**src/rtl/pwm_simple_core.sv**
```systemverilog
// pwm_simple_core: fixed-duty, phase-correct (centre-aligned) PWM generator.
// An up/down counter sweeps 0..MAX..0. A registered compare against the
// static duty threshold drives the output pin, so the period is 2*MAX clocks
// and the high time is 2*PWM_DUTY_CYCLE clocks.
module pwm_simple_core #(
  parameter int unsigned PWM_RES        = 8,
  parameter int unsigned PWM_DUTY_CYCLE = 127
) (
  input  logic clock,
  input  logic reset_n,
  output logic pwm_output
);

  localparam int unsigned MAX_I = (1 << PWM_RES) - 1;
  localparam int unsigned CMP_W = PWM_RES + 1;

  localparam logic [PWM_RES-1:0] CNT_MAX    = PWM_RES'(MAX_I);
  localparam logic [PWM_RES-1:0] CNT_MAX_M1 = PWM_RES'(MAX_I - 1);
  localparam logic [PWM_RES-1:0] CNT_ONE    = PWM_RES'(1);
  localparam logic [PWM_RES-1:0] CNT_ZERO   = '0;

  // The threshold is compared one bit wider than the counter, so that a duty
  // of MAX still compares correctly against count == MAX.
  localparam logic [CMP_W-1:0] DUTY = CMP_W'(PWM_DUTY_CYCLE);

  // Reject illegal configurations when the design is elaborated.
  generate
    if (PWM_RES < 2 || PWM_RES > 16) begin : g_bad_res
      $error("pwm_simple_core: PWM_RES=%0d outside legal range 2..16", PWM_RES);
    end
    if (PWM_DUTY_CYCLE > MAX_I) begin : g_bad_duty
      $error("pwm_simple_core: PWM_DUTY_CYCLE=%0d exceeds 2^PWM_RES-1=%0d",
             PWM_DUTY_CYCLE, MAX_I);
    end
  endgenerate

  typedef enum logic {
    DIR_UP   = 1'b0,
    DIR_DOWN = 1'b1
  } dir_e;

  logic [PWM_RES-1:0] count_q, count_d;
  dir_e               dir_q, dir_d;
  logic               pwm_q, pwm_d;
  logic [CMP_W-1:0]   count_ext;

  assign count_ext = {1'b0, count_q};

  // Next counter/direction state, plus the compare against the current state.
  // Each endpoint (MAX and 0) is visited for exactly one clock.
  always_comb begin
    count_d = count_q;
    dir_d   = dir_q;
    pwm_d   = 1'b0;
    if (dir_q == DIR_UP) begin
      pwm_d = (count_ext < DUTY);
      if (count_q == CNT_MAX_M1) begin
        count_d = CNT_MAX;
        dir_d   = DIR_DOWN;
      end else begin
        count_d = count_q + CNT_ONE;
      end
    end else begin
      // count >= 1 throughout the down phase, so no explicit != 0 term.
      pwm_d = (count_ext <= DUTY);
      if (count_q == CNT_ONE) begin
        count_d = CNT_ZERO;
        dir_d   = DIR_UP;
      end else begin
        count_d = count_q - CNT_ONE;
      end
    end
  end

  // State and registered output; reset clears everything immediately.
  always_ff @(posedge clock or negedge reset_n) begin
    if (!reset_n) begin
      count_q <= CNT_ZERO;
      dir_q   <= DIR_UP;
      pwm_q   <= 1'b0;
    end else begin
      count_q <= count_d;
      dir_q   <= dir_d;
      pwm_q   <= pwm_d;
    end
  end

  assign pwm_output = pwm_q;

endmodule

```
**config.mk**
```make
export PLATFORM = sky130hd
export DESIGN_NAME = pwm_simple_core
export DESIGN_NICKNAME = d
export VERILOG_FILES = /design/src/rtl/pwm_simple_core.sv
export SDC_FILE = /design/constraint.sdc
export NUM_CORES = 1
export LEC_CHECK = 0
export CAP_MARGIN = 15
export CORE_AREA = 2 2 42 44
export CTS_CLUSTER_DIAMETER = 40
export DETAILED_ROUTE_END_ITERATION = 12
export DIE_AREA = 0 0 44 46
export PLACE_DENSITY = 0.66
export SYNTH_ARGS = -nofsm -noshare
export SYNTH_HDL_FRONTEND = slang
export SYNTH_SLANG_ARGS = --single-unit
export TNS_END_PERCENT = 30
```
**constraint.sdc**
```tcl
create_clock -name clock -period 2.8 [get_ports clock]
set_input_delay 0.7 -clock clock [delete_from_list [all_inputs] [get_ports clock]]
set_output_delay 0.7 -clock clock [all_outputs]
set_load 0.02 [all_outputs]
```
==> results of run 1 <==
-- path summary, 6_finish.rpt --
path / startpoint / endpoint / slack, ps
setup / recovery: pwm_output / pwm_output / 910
hold / removal: count_q[7] / pwm_output / 520
setup reg to reg: count_q[0] / count_q[7] / 1080
hold reg to reg: count_q[7] / pwm_output / 520
max in group asynchronous: reset_n / count_q[7] / 1760
min in group asynchronous: reset_n / count_q[4] / 730
-- state kept, by name (all words and copies together), names as in the netlist --
signal / flops
count_q: 8
dir_q: 1
pwm_output: 1
-- cells by family after synthesis --
logic type,share of synthesized area [%]
compound gates,14.5
xor+xnor,2.38
fa+ha+maj,6.80
buf+inv,8.50
flops,34.0
mux,4.42
simple gates,29.4
-- area by class of cell --
cell class,count,area [sq um],area share (%)
clock buffers,4,36.3,4.69
repair buffers,2,20.0,2.59
inverters,6,22.5,2.91
well taps,17,21.3,2.75
flip-flops and latches,10,250,32.4
multi-input cells,56,423,54.7
-- power breakdown --
part	switching, mW	internal (mW)
clock network	0.0545	0.0793
registers	0	0.144
logic	0.00266	0.00123
total	0.0572	0.225
-- Yosys cell counts, types with 2 or more instances --
library cell   n
a21oi_1        4
nor3b_1        2
nor3_2         2
o21ai_0        5
buf_2          2
nor2b_1        2
dfrtp_1       10
a221oi_1       2
nor2_1         3
nand3_1        4
nor3_1         3
buf_6          2
nand2_1        5
inv_1          6
ha_1           4
and3_1         2
nand2b_1       2
-- worst reg2reg max path: stages (launching register included) --
cell and delay [ps]:
dfrtp_1 480, inv_1 100, ha_1 200, and4_1 240, nand2b_1 150, mux4_2 430
-- metrics by stage --
stage | worst slack (ps) | hold slack, ps
6_report | 911 | 525
4_1_cts | 904 | 531
5_1_grt | 874 | 550
2_1_floorplan | 1170 | 404
3_5_place_dp | 1090 | 520
3_3_place_gp | 1110 | 514
-- metal layers --
layer / up-vias / global-route usage (%)
met4: 0 / 6.06
met1: 274 / 20.1
met3: 3 / 7.14
met2: 7 / 24.4
met5: - / 0
li1: 278 / -
==> out/qor.txt, run 1 <==
Final Instance Area: 773 sq um
CTS H-tree depth: 1
synthesized cell area: 736 sq um
die width: 44 microns
critical path depth in cells: 1
Setup Skew: 3.21 ps
clk_lat worst skew: 280 ps
Startpoint Class: flop
Crit Path Class: flop to primary output
vias per inst: 5.92
TNS Setup: 0 ps
nets: 85
fillers: 149
Worst-path clk slew: 60 ps
Post-synth EDFFs: 0
DRT Wirelength: 1350 microns
Port Buffers: 2
TritonRoute pass-1 iters: 4
Die Span Y: 46 microns
Worst Hold Class: flop to flop
leakage dissipation: 0.311 nW
Ports: 3
Synth top area share: 34.0%
CTS Root Cell: clkbuf_4
Slew Limit Headroom: 62.6%
fin crit period: 1890 ps
Tcrit/Tclk final: 67.5%
Least-Margin Pin Slew: 560 ps
P&R area growth vs syn: 5.10%
GRT Total Usage: 16.1%
total gr overflow: 0
Worst Path Arrival: 1190 ps
number of global-route vias before repair: 513
Cell Pwr Density: 365 nW/um^2
post-synth cell types: 34
Max Root-Sink Buffers: 2
routed wl met2: 620 microns
final hold viol count: 0
drt wl/cell: 14.2 microns
met1 WL: 656 microns
Starting DRT DRC Count: 3
initial core utilization: 45.6%
Sink Count: 10
buffers and inverters on the worst path: 1
Reg2Reg Depth: 5
die area: 2020 sq um
dpl cell area: 737 sq um
final std cells w/o fill: 95
initial antenna violation count: 0
Mapped Avg Cell Area: 9.55 sq um
most area-consuming cells after synthesis: dfrtp_1, ha_1, o21ai_0
Synth warnings: 0
critical path, cell by cell: clkdlybuf4s50_1
Worst path slowest cell: clkdlybuf4s50_1
sequential area share after synthesis: 34.0%
commonest non-fill, non-tap cell in the layout: dfrtp_1
largest net degree at the start of global routing: 19
status: complete, no violations
Required @ worst endpoint: 2100 ps
first-pass GRT wire length: 2300 microns
endpoints failing setup: 0
hold path cells: 1
Max Clock Freq: 0.529 GHz
GPL Wtd Cong: 0.783
drt drc: 0
post-synth top area cell: dfrtp_1
DR top layer: met4
Max FO, Critical Path: 1
VDD IR max: 0.000219 V
CTS tree: done
share of cells above drive strength 1: 14.1%
hold_buf cts: 0
endpoint type of the worst setup path: primary output
Largest stage delay, worst path: 590 ps
DP HPWL: 984 microns
CTS resizes: 0
Mapped Nets: 83
Top delay family on crit path: buffers and inverters
most frequent cells in the layout: dfrtp_1, inv_1, nand2_1, o21ai_0
Routed Antenna Nets: 0
Num CTS Buffers: 3
Post-Place Cells: 91
Gate Count Post-Synth: 77
met3 wire length: 51 microns
RSZ-0062 raised after global routing: false
final core occ: 47.9%
CORE AREA: 1610 sq um
n_diodes: 0
via count: 562
#FFs+latches synth: 10
max-capacitance violation count: 0
top_reg_cell synth: dfrtp_1
Slew Limit Fails: 0
post-synthesis async set-or-reset flop share: 100%
setup bufs post-CTS: 0
Tot Pwr: 282 uW
# rows: 15
No activity file was read; power rests on OpenSTA's default activity.
==> run 2: changes to the inputs <==
Settings changed: PLACE_DENSITY 0.66 to 0.69.
Clock period 2.8 ns to 1.55 ns, I/O delays scaled along.
==> out/qor.txt, run 2 (synthesis results as in run 1) <==
GRT Total Usage: 17.8% (+1.7 points)
vias per inst: 5.85 (-1.2%)
Top delay family on crit path: multiplexers
number of global-route vias before repair: 623 (+21%)
Biggest register: count_q
area of the multi-input gates: 509 sq um (+20%)
TritonRoute pass-1 iters: 4 (unchanged)
power share of the sequential group: 51.6% (+0.4 points)
hold_buf cts: 0 (unchanged)
DP HPWL: 1160 microns (+17%)
Worst-path clk slew: 70 ps (about the same)
DRT Wirelength: 1740 microns (+29%)
Port Buffers: 2 (unchanged)
final hold viol count: 0 (unchanged)
switching share of power: 19.8% (-0.52 points)
die area: 2020 sq um (unchanged)
Starting DRT DRC Count: 18 (+15)
endpoints failing setup: 0 (unchanged)
register area: 256 sq um (+2.5%)
WHS: 447 ps (-77.6 ps)
Routed Antenna Nets: 0 (unchanged)
Max FO, Critical Path: 5 (+4)
Startpoint Class: flop
Slew Limit Fails: 0 (unchanged)
leakage dissipation: 0.407 nW (+31%)
nets: 100 (+18%)
via count: 643 (+14%)
critical path, cell by cell: inv_2 -> ha_4 -> and4_4 -> nand2b_4 -> mux4_2
CTS Root Cell: clkbuf_4
Sink Count: 10 (unchanged)
CORE AREA: 1610 sq um (unchanged)
share of cells above drive strength 1: 48.4% (+34 points)
max-capacitance violation count: 0 (unchanged)
die width: 44 microns (unchanged)
Slew Limit Headroom: 67.6% (+4.9 points)
initial core utilization: 45.6% (unchanged)
Required @ worst endpoint: 1690 ps (-410 ps)
CTS tree: done
Max Clock Freq: 0.657 GHz
RSZ-0062 raised after global routing: true
Comb pwr share: 1.5% (about the same)
Worst path slowest cell: mux4_2
Setup Skew: 5.22 ps (+2.01 ps)
drt drc: 0 (unchanged)
Clock power frac: 46.9% (-0.5 points)
Crit Path Class: flop to flop
n_diodes: 0 (unchanged)
most frequent cells in the layout: buf_4, dfrtp_2, dfrtp_1
Tcrit/Tclk final: 98.3%
largest net degree at the start of global routing: 18 (-1)
commonest non-fill, non-tap cell in the layout: buf_4
drt wl/cell: 15.8 microns (+11%)
Die Span Y: 46 microns (unchanged)
Least-Margin Pin Slew: 485 ps (-75.4 ps)
P&R area growth vs syn: 32.8%
# rows: 15 (unchanged)
Worst Hold Class: input port to asynchronous set/reset pin
buffers and inverters on the worst path: 1 (unchanged)
initial antenna violation count: 0 (unchanged)
total gr overflow: 0 (unchanged)
Largest stage delay, worst path: 440 ps (-150 ps)
Cell Pwr Density: 517 nW/um^2 (+42%)
status: complete, no violations
final core occ: 60.5% (+13 points)
Max Root-Sink Buffers: 2 (unchanged)
Ports: 3 (unchanged)
Sw Pwr: 99.8 uW (+74%)
endpoint type of the worst setup path: flop
fillers: 129 (-13%)
Final Instance Area: 977 sq um (+26%)
Internal Pwr Total: 405 uW (+80%)
Num CTS Buffers: 3 (unchanged)
first-pass GRT wire length: 2620 microns (+14%)
VDD IR max: 0.000381 V (+74%)
Worst Path Arrival: 1660 ps (+470 ps)
GPL Wtd Cong: 0.800 (+2.1%)
max reg flops: 8 (unchanged)
dpl cell area: 838 sq um (+14%)
CTS H-tree depth: 1 (unchanged)
fin crit period: 1520 ps
clk_lat worst skew: 260 ps (-20 ps)
[run 2: worst paths after layout]
check / startpoint / endpoint / slack, ps / depth (start not counted)
max in group asynchronous: reset_n / count_q[4] / 740 / 1
min in group clock: count_q[0] / count_q[0] / 560 / 1
setup reg to reg: count_q[0] / count_q[7] / 30 / 5
hold reg to reg: count_q[0] / count_q[0] / 560 / 1
setup / recovery: count_q[0] / count_q[7] / 30 / 5
hold / removal: reset_n / count_q[7] / 450 / 1
[run 2: repair_timing]
action	in CTS	in global routing
pin swaps	1	7
endpoints found under the setup margin	3	6
buffers inserted	0	2
resized for setup	3	22
[run 2: power groups by stage]
stage / Clock [mW] / Sequential, mW / Combinational, mW
finish: 0.237 / 0.261 / 0.00747
global route: 0.254 / 0.261 / 0.00861
CTS: 0.247 / 0.261 / 0.00780
detailed placement: 0 / 0.266 / 0.00782
global placement: 0 / 0.266 / 0.00784
floorplan: 0 / 0.266 / 0.000000183
[run 2: per-layer routing]
metal	GRT usage [%]	share of wire (%)	vias to the layer above
met5	0	0	-
met4	10.3	0.46	0
met3	2.38	2.6	2
met2	30.3	54	13
met1	21.5	43	318
li1	-	-	310
[run 2: worst register-to-register path, cell delays in order, from the launching register on]
cell	delay [ps]
dfrtp_2	410
inv_2	70
ha_4	150
and4_4	200
nand2b_4	130
mux4_2	440
[run 2: cell type report]
class,instances,share of cell area (%)
multi-input cells,56,52.1
flip-flops and latches,10,26.2
repair buffers,17,13.4
clock buffers,4,3.71
inverters,6,2.30
well taps,17,2.18
[run 2: per-stage QoR]
stage / cells / total power [mW] / setup slack (ps) / TNS [ps]
6_report: 110 / 0.505 / 27.0 / 0
3_3_place_gp: 104 / 0.274 / -39.0 / -39.0
5_1_grt: 110 / 0.523 / -27.3 / -60.5
2_1_floorplan: 77 / 0.266 / 15.0 / 0
4_1_cts: 108 / 0.515 / 1.84 / 0
3_5_place_dp: 104 / 0.274 / -81.2 / -87.9
==> run 3: changes to the inputs <==
Settings changed: PLACE_DENSITY 0.69 to 0.66.
Clock period 1.55 ns to 1.8 ns, I/O delays scaled along.
==> out/qor.txt, run 3 (synthesis results as in run 1) <==
commonest non-fill, non-tap cell in the layout: dfrtp_1
Biggest register: count_q
clk_lat worst skew: 270 ps (about the same)
status: complete, no violations
Slew Limit Headroom: 69.3% (+1.7 points)
first-pass GRT wire length: 2480 microns (-5.5%)
WHS: 495 ps (+47.4 ps)
Max Clock Freq: 0.599 GHz (-8.7%)
DRT Wirelength: 1410 microns (-19%)
Num CTS Buffers: 3 (unchanged)
final hold viol count: 0 (unchanged)
Port Buffers: 2 (unchanged)
final std cells w/o fill: 96 (-13%)
critical path, cell by cell: inv_1 -> ha_1 -> nor2b_1 -> and4b_1 -> o311a_2
max reg flops: 8 (unchanged)
die area: 2020 sq um (unchanged)
Crit Path Class: flop to flop
Startpoint Class: flop
TritonRoute pass-1 iters: 4 (unchanged)
setup bufs post-CTS: 0 (unchanged)
Sink Count: 10 (unchanged)
CTS Root Cell: clkbuf_4
largest net degree at the start of global routing: 18 (unchanged)
GPL Wtd Cong: 0.794 (-0.75%)
endpoint type of the worst setup path: flop
P&R area growth vs syn: 6.97%
CTS H-tree depth: 1 (unchanged)
CORE AREA: 1610 sq um (unchanged)
TNS Setup: 0 ps (unchanged)
die width: 44 microns (unchanged)
Required @ worst endpoint: 1950 ps (+260 ps)
DP HPWL: 1040 microns (-10%)
Setup Skew: 2.41 ps (-2.81 ps)
drt wl/cell: 14.7 microns (-7.4%)
max-capacitance violation count: 0 (unchanged)
vias per inst: 5.78 (-1.1%)
CTS tree: done
Slew Limit Fails: 0 (unchanged)
n_diodes: 0 (unchanged)
Least-Margin Pin Slew: 460 ps (-25.5 ps)
Tcrit/Tclk final: 92.7% (-5.5 points)
Starting DRT DRC Count: 14 (-4)
total gr overflow: 0 (unchanged)
share of cells above drive strength 1: 17.7% (-31 points)
most frequent cells in the layout: dfrtp_1, inv_1, nand2_1, o21ai_0
drt drc: 0 (unchanged)
GRT Total Usage: 17.2% (-0.62 points)
number of global-route vias before repair: 513 (-18%)
# rows: 15 (unchanged)
VDD IR max: 0.000342 V (-10%)
leakage dissipation: 0.318 nW (-22%)
Die Span Y: 46 microns (unchanged)
Max Root-Sink Buffers: 2 (unchanged)
fin crit period: 1670 ps (+146 ps)
Worst Hold Class: input port to asynchronous set/reset pin
initial core utilization: 45.6% (unchanged)
initial antenna violation count: 0 (unchanged)
Max FO, Critical Path: 5 (unchanged)
Routed Antenna Nets: 0 (unchanged)
Post-Place Cells: 92 (-12%)
via count: 555 (-14%)
Worst Path Arrival: 1820 ps (+160 ps)
Largest stage delay, worst path: 470 ps (+30 ps)
Worst-path clk slew: 70 ps (about the same)
Cell Pwr Density: 552 nW/um^2 (+6.8%)
Worst path slowest cell: dfrtp_1
nets: 86 (-14%)
endpoints failing setup: 0 (unchanged)
fillers: 146 (+13%)
RSZ-0062 raised after global routing: false
Ports: 3 (unchanged)
-- run 3: changes by cell type in the layout (fill, tap and decap cells not counted), sizes merged --
| cell | before | now |
|---|---|---|
| clkdlybuf4s50 | 1 | 2 |
| buf | 15 | 1 |
| dlygate4sd2 | 1 | 0 |
-- run 3: what timing repair did --
action / in CTS / in global routing
hold buffers: 0 / 0
setup endpoints to repair: 0 / 3
resized for setup: 0 / 3
-- run 3: through the flow --
step | area [sq um] | utilization [%] | worst slack, ps | power [mW]
after floorplan | 736 | - | 173 | 0.229
after global placement | 744 | 46.1 | 103 | 0.235
after detailed placement | 744 | 46.1 | 71.1 | 0.236
after CTS | 781 | 48.4 | 58.1 | 0.442
after global routing | 787 | 48.8 | 36.6 | 0.453
final | 787 | 48.8 | 131 | 0.434
-- run 3: final cells by class --
type,count,area (sq um),area share (%)
clock buffer,4,36.3,4.61
inverter,6,22.5,2.86
multi-input combinational,56,428,54.4
sequential,10,251,32.0
tap,17,21.3,2.70
timing repair buffer,3,27.5,3.50
-- run 3: worst paths after layout --
check	end	depth (start not counted)	slack (ps)	start
max	count_q[6]	5	130	count_q[1]
min	count_q[3]	1	490	reset_n
max reg2reg	count_q[6]	5	130	count_q[1]
min reg2reg	pwm_output	1	530	count_q[7]
max in group asynchronous	count_q[0]	1	970	reset_n
min in group clock	pwm_output	1	530	count_q[7]
-- run 3: routing by layer --
metal  wire [microns]  track usage [%]
met5                0                0
met4                0             5.45
met3               66             7.14
met2              653             24.1
met1              688             23.8
-- run 3: worst max-delay path: cells and delay by family (launching register included) --
family / cells / cell delay (ps)
flip-flops: 1 / 470
adder cells (fa/ha/maj): 1 / 200
AO/OA/AOI/OAI: 1 / 370
AND/OR/NAND/NOR: 2 / 410
buffers and inverters: 1 / 100
-- run 3: where the power goes --
part	switching (mW)	total, mW	internal [mW]
registers	0	0.225	0.225
logic	0.00428	0.00619	0.00191
clock network	0.0806	0.204	0.123
total	0.0849	0.434	0.350
==> edit 1: new RTL, settings of run 2 <==
Register the output `pwm_output` once more, cleared by the reset; this adds one clock of latency there.
--- a/src/rtl/pwm_simple_core.sv
+++ b/src/rtl/pwm_simple_core.sv
@@ -87,3 +87,9 @@
 
-  assign pwm_output = pwm_q;
+  always_ff @(posedge clock or negedge reset_n) begin
+    if (!reset_n) begin
+      pwm_output <= '0;
+    end else begin
+      pwm_output <= pwm_q;
+    end
+  end
 
Function: changed (Yosys sat finds a counterexample within 4 cycles, from zero or initial values and one cycle with reset_n low).
==> edit 1 against run 2 <==
Non-clock buffer count is 4 lower. Wire length is 6.5% lower. Cell area is 7.2% lower. Via count is 4.4% lower. Power is 2.6% lower. Combinational power is 31% higher. Sequential cell count is 1 higher. Global-route usage is 0.67 points higher. Worst hold slack worse by 0.091 ns. Area after synthesis is 3.4% higher. Count of clock-buffer cells in the layout stayed put. Setup slack better by 0.020 ns. Critical path type unchanged. Largest power group unchanged.
==> edit 1: results (changes against run 2) <==
| Metric | Value |
|---|---|
| Hold Path Origin | `pwm_q` |
| Fillers | `145 (was 129)` |
| DRT Pass-1 Iters | `4 (unchanged)` |
| CP max-delay cell | `mux4_2 (unchanged)` |
| Nets | `97 (was 100)` |
| Largest register FFs | `8 (unchanged)` |
| Routability cong. | `0.818 (was 0.800)` |
| Synth unique cells | `34 (unchanged)` |
| H-tree levels | `1 (unchanged)` |
| Type of the worst min-delay path | `reg -> reg (was in -> async)` |
| Average wire per standard cell | `15.2 um (was 15.8 um)` |
| Slowest Stage Delay on Critical Path | `0.44 ns (about the same)` |
| Register area | `280 um2 (was 256 um2)` |
| Clock transition at path regs | `0.07 ns (about the same)` |
| CP Max Fanout | `4 (was 5)` |
| Initial antenna violation count | `0 (unchanged)` |
| Synth Net Count | `84 (was 83)` |
| First-pass GRT wire length | `2680 um (was 2620 um)` |
| Via count | `615 (was 643)` |
| HPWL after DPL | `1170 um (was 1160 um)` |
| Primary FF master, synth | `dfrtp_1 (unchanged)` |
| Ys async rst share | `1.00 (unchanged)` |
| Worst Skew | `0.00281 ns (was 0.00522 ns)` |
| Final std cells w/o fill | `107 (was 110)` |
| Placed Instance Area | `848 um2 (was 838 um2)` |
| Outcome | `completed (unchanged)` |
| Initial drt markers | `11 (was 18)` |
| Peak VDD IR | `0.306 mV (was 0.381 mV)` |
| Critical path startpoint | `count_q[0] (unchanged)` |
| Synth area leaders | `dfrtp_1 36%, ha_1 6.6%, o21ai_0 3.3% (was dfrtp_1 34%, ha_1 6.8%, o21ai_0 3.4%)` |
| Total track usage | `0.185 (was 0.178)` |
| Cts bufs inserted | `3 (unchanged)` |
| Max_slew headroom | `0.806 (was 0.676)` |
| Placed cells | `103 (was 104)` |
| Worst-skew pair later-pin latency | `0.26 ns (about the same)` |
| N_diodes | `0 (unchanged)` |
| Largest net degree at the start of global routing | `18 (unchanged)` |
| Vias in the first global route | `591 (was 623)` |
| Yosys warning total | `0 (unchanged)` |
| Top cells by count, synth | `11 x dfrtp_1, 6 x inv_1, 5 x nand2_1, 5 x o21ai_0 (was 10 x dfrtp_1, 6 x inv_1, 5 x nand2_1, 5 x o21ai_0)` |
| Biggest register | `count_q (unchanged)` |
| Max Root-Sink Buffers | `2 (unchanged)` |
| Syn Inst Count | `78 (was 77)` |
| Crit-path leading delay family | `multiplexers (unchanged)` |
| Post-synthesis sequential area ratio | `0.362 (was 0.340)` |
| Pre-CTS WS | `0.0206 ns (was -0.0812 ns)` |
| Root Driver | `clkbuf_4 (unchanged)` |
| Pleak | `0.378 nW (was 0.407 nW)` |
| Port Buf Inserts | `2 (unchanged)` |
| Share of cells above drive strength 1 | `0.378 (was 0.484)` |
[edit 1: changes by cell type after synthesis]
cell / before / now
dfrtp_1: 10 / 11
[edit 1: cell type report]
type                            instances  share of cell area
Multi-Input combinational cell         56               0.502
Sequential cell                        11               0.309
Timing Repair Buffer                   13               0.112
Clock buffer                            4              0.0290
Inverter                                6              0.0248
Tap cell                               17              0.0234
[edit 1: worst paths after layout]
check / to / slack, ns / depth (start not counted)
min reg2reg: pwm_output / 0.36 / 0
min in group asynchronous: count_q[6] / 0.43 / 2
max reg2reg: count_q[7] / 0.05 / 5
max: count_q[7] / 0.05 / 5
max in group asynchronous: count_q[2] / 0.96 / 2
min: pwm_output / 0.36 / 0
[edit 1: metal layers]
| layer | track usage | vias to the layer above | wire [um] | share of wire |
|---|---|---|---|---|
| met2 | 0.282 | 16 | 746 | 0.46 |
| met1 | 0.260 | 297 | 811 | 0.50 |
| met3 | 0.0357 | 2 | 58 | 0.036 |
| li1 | - | 300 | - | - |
| met5 | 0 | - | 0 | 0 |
| met4 | 0.0667 | 0 | 12 | 0.0074 |
[edit 1: report_power, final]
part,internal (W),switching [W]
Sequential,0.000287,0
Combinational,0.00000388,0.00000594
Clock,0.0000993,0.0000961
[edit 1: logic make-up after synthesis]
family | count (synthesis) | share of synthesized area
AOI/OAI and AO/OA | 16 | 0.140
xor gates and xnor gates | 2 | 0.0230
adders and majority gates | 4 | 0.0658
buffers and inverters | 11 | 0.0822
DFF | 11 | 0.362
muxes | 2 | 0.0428
and+or+nand+nor | 32 | 0.285
[edit 1: repair_timing]
item                                   CTS  global route
endpoints found under the hold margin    0             0
gates resized for setup                  2            10
buffers inserted                         0             0
pin swaps                                0             3
hold buffers                             0             0
gates cloned                             0             0
setup endpoints to repair                2             5
==> edit 2: new RTL, flow settings as in run 2 <==
Made on the original files. Set the parameter `PWM_RES` to 9 (it was 8).
--- a/src/rtl/pwm_simple_core.sv
+++ b/src/rtl/pwm_simple_core.sv
@@ -5,3 +5,3 @@
 module pwm_simple_core #(
-  parameter int unsigned PWM_RES        = 8,
+  parameter int unsigned PWM_RES        = 9,
   parameter int unsigned PWM_DUTY_CYCLE = 127
Behaviour: no difference found for any inputs over 10 cycles, from zero or initial values and one cycle with reset_n low; that may be too few to reach the edited logic, so the function may still have changed.
==> edit 2 against run 2 <==
The run now ends with setup timing left. Clock power down 12%. Cell count up 15%. Power down 0.22%. Via count up 24%. Area after synthesis up 8.5%. Synthesized cell count up 9.1%. Sequential cell count up 1. Sequential share of layout area down 1.1 points. Setup slack worse by 0.24 ns. Wire length up 23%. Cell area up 12%.
==> edit 2: results (changes against run 2) <==
| Metric | Value |
|---|---|
| Outcome | `finished with violations (was completed)` |
| Failing checks | `setup timing` |
| Syn Area/Cell | `9.50 um2 (was 9.55 um2)` |
| P_sw | `0.000114 W (was 0.0000998 W)` |
| Largest register FFs | `9 (was 8)` |
| Signal buf overhead | `0.185 (was 0.134)` |
| Final worst slack | `-0.215 ns (was 0.0270 ns)` |
| Placed Instance Area | `987 um2 (was 838 um2)` |
| Synth area leaders | `dfrtp_1 34%, ha_1 6.3%, a211oi_1 2.8% (was dfrtp_1 34%, ha_1 6.8%, o21ai_0 3.4%)` |
| Synth Net Count | `90 (was 83)` |
| Met1 Use GR | `0.316 (was 0.215)` |
| WL met1 | `927 um (was 756 um)` |
| Finished Core Util | `0.678 (was 0.605)` |
| Final setup violation count | `7 (was 0)` |
| Routability cong. | `0.816 (was 0.800)` |
| Max_slew headroom | `0.808 (was 0.676)` |
| Nonclk buf count | `26 (was 17)` |
| Routing usage on met2 | `0.368 (was 0.303)` |
| Peak VDD IR | `0.303 mV (was 0.381 mV)` |
| Fillers | `135 (was 129)` |
| Xor/xnor share of the synthesized area | `0.0219 (was 0.0238)` |
| Pre-CTS WS | `-0.208 ns (was -0.0812 ns)` |
| Grt met3 use | `0.0397 (was 0.0238)` |
| Internal power | `0.000390 W (was 0.000405 W)` |
| Yosys reg bits | `11 (was 10)` |
| Met3 WL | `154 um (was 45 um)` |
| Share of cells above drive strength 1 | `0.445 (was 0.484)` |
| CP max-delay cell | `or4b_4 (was mux4_2)` |
| Post-synthesis sequential area ratio | `0.345 (was 0.340)` |
| Synth Area in Compound Gates | `0.257 (was 0.145)` |
| Via density | `6.28 (was 5.85)` |
| Synth unique cells | `42 (was 34)` |
| Largest net degree at the start of global routing | `13 (was 18)` |
| Flop pwr share | `0.569 (was 0.516)` |
-- edit 2: changes by cell type after synthesis, moves of 2 or more --
| cell | change |
|---|---|
| o21ai_1 | +4 |
| nand4_1 | +2 |
| nor3_2 | -2 |
| clkbuf_1 | +2 |
| a31oi_1 | +3 |
| nor3b_1 | -2 |
| o221a_2 | +2 |
| a21oi_1 | -2 |
| nor2b_1 | -2 |
| a211oi_1 | +3 |
| o21ai_0 | -2 |
| inv_1 | -2 |
-- edit 2: kinds of logic after synthesis --
group / count (synthesis)
and+or+nand+nor: 30
AOI/OAI and AO/OA: 27
DFF: 11
buffers and inverters: 8
adders and majority gates: 4
muxes: 2
xor gates and xnor gates: 2
-- edit 2: final timing paths --
check,cells after the start,to
setup reg to reg,6,count_q[7]
setup / recovery,6,count_q[7]
max in group asynchronous,2,count_q[0]
hold reg to reg,1,count_q[1]
min in group clock,1,count_q[1]
hold / removal,2,count_q[7]
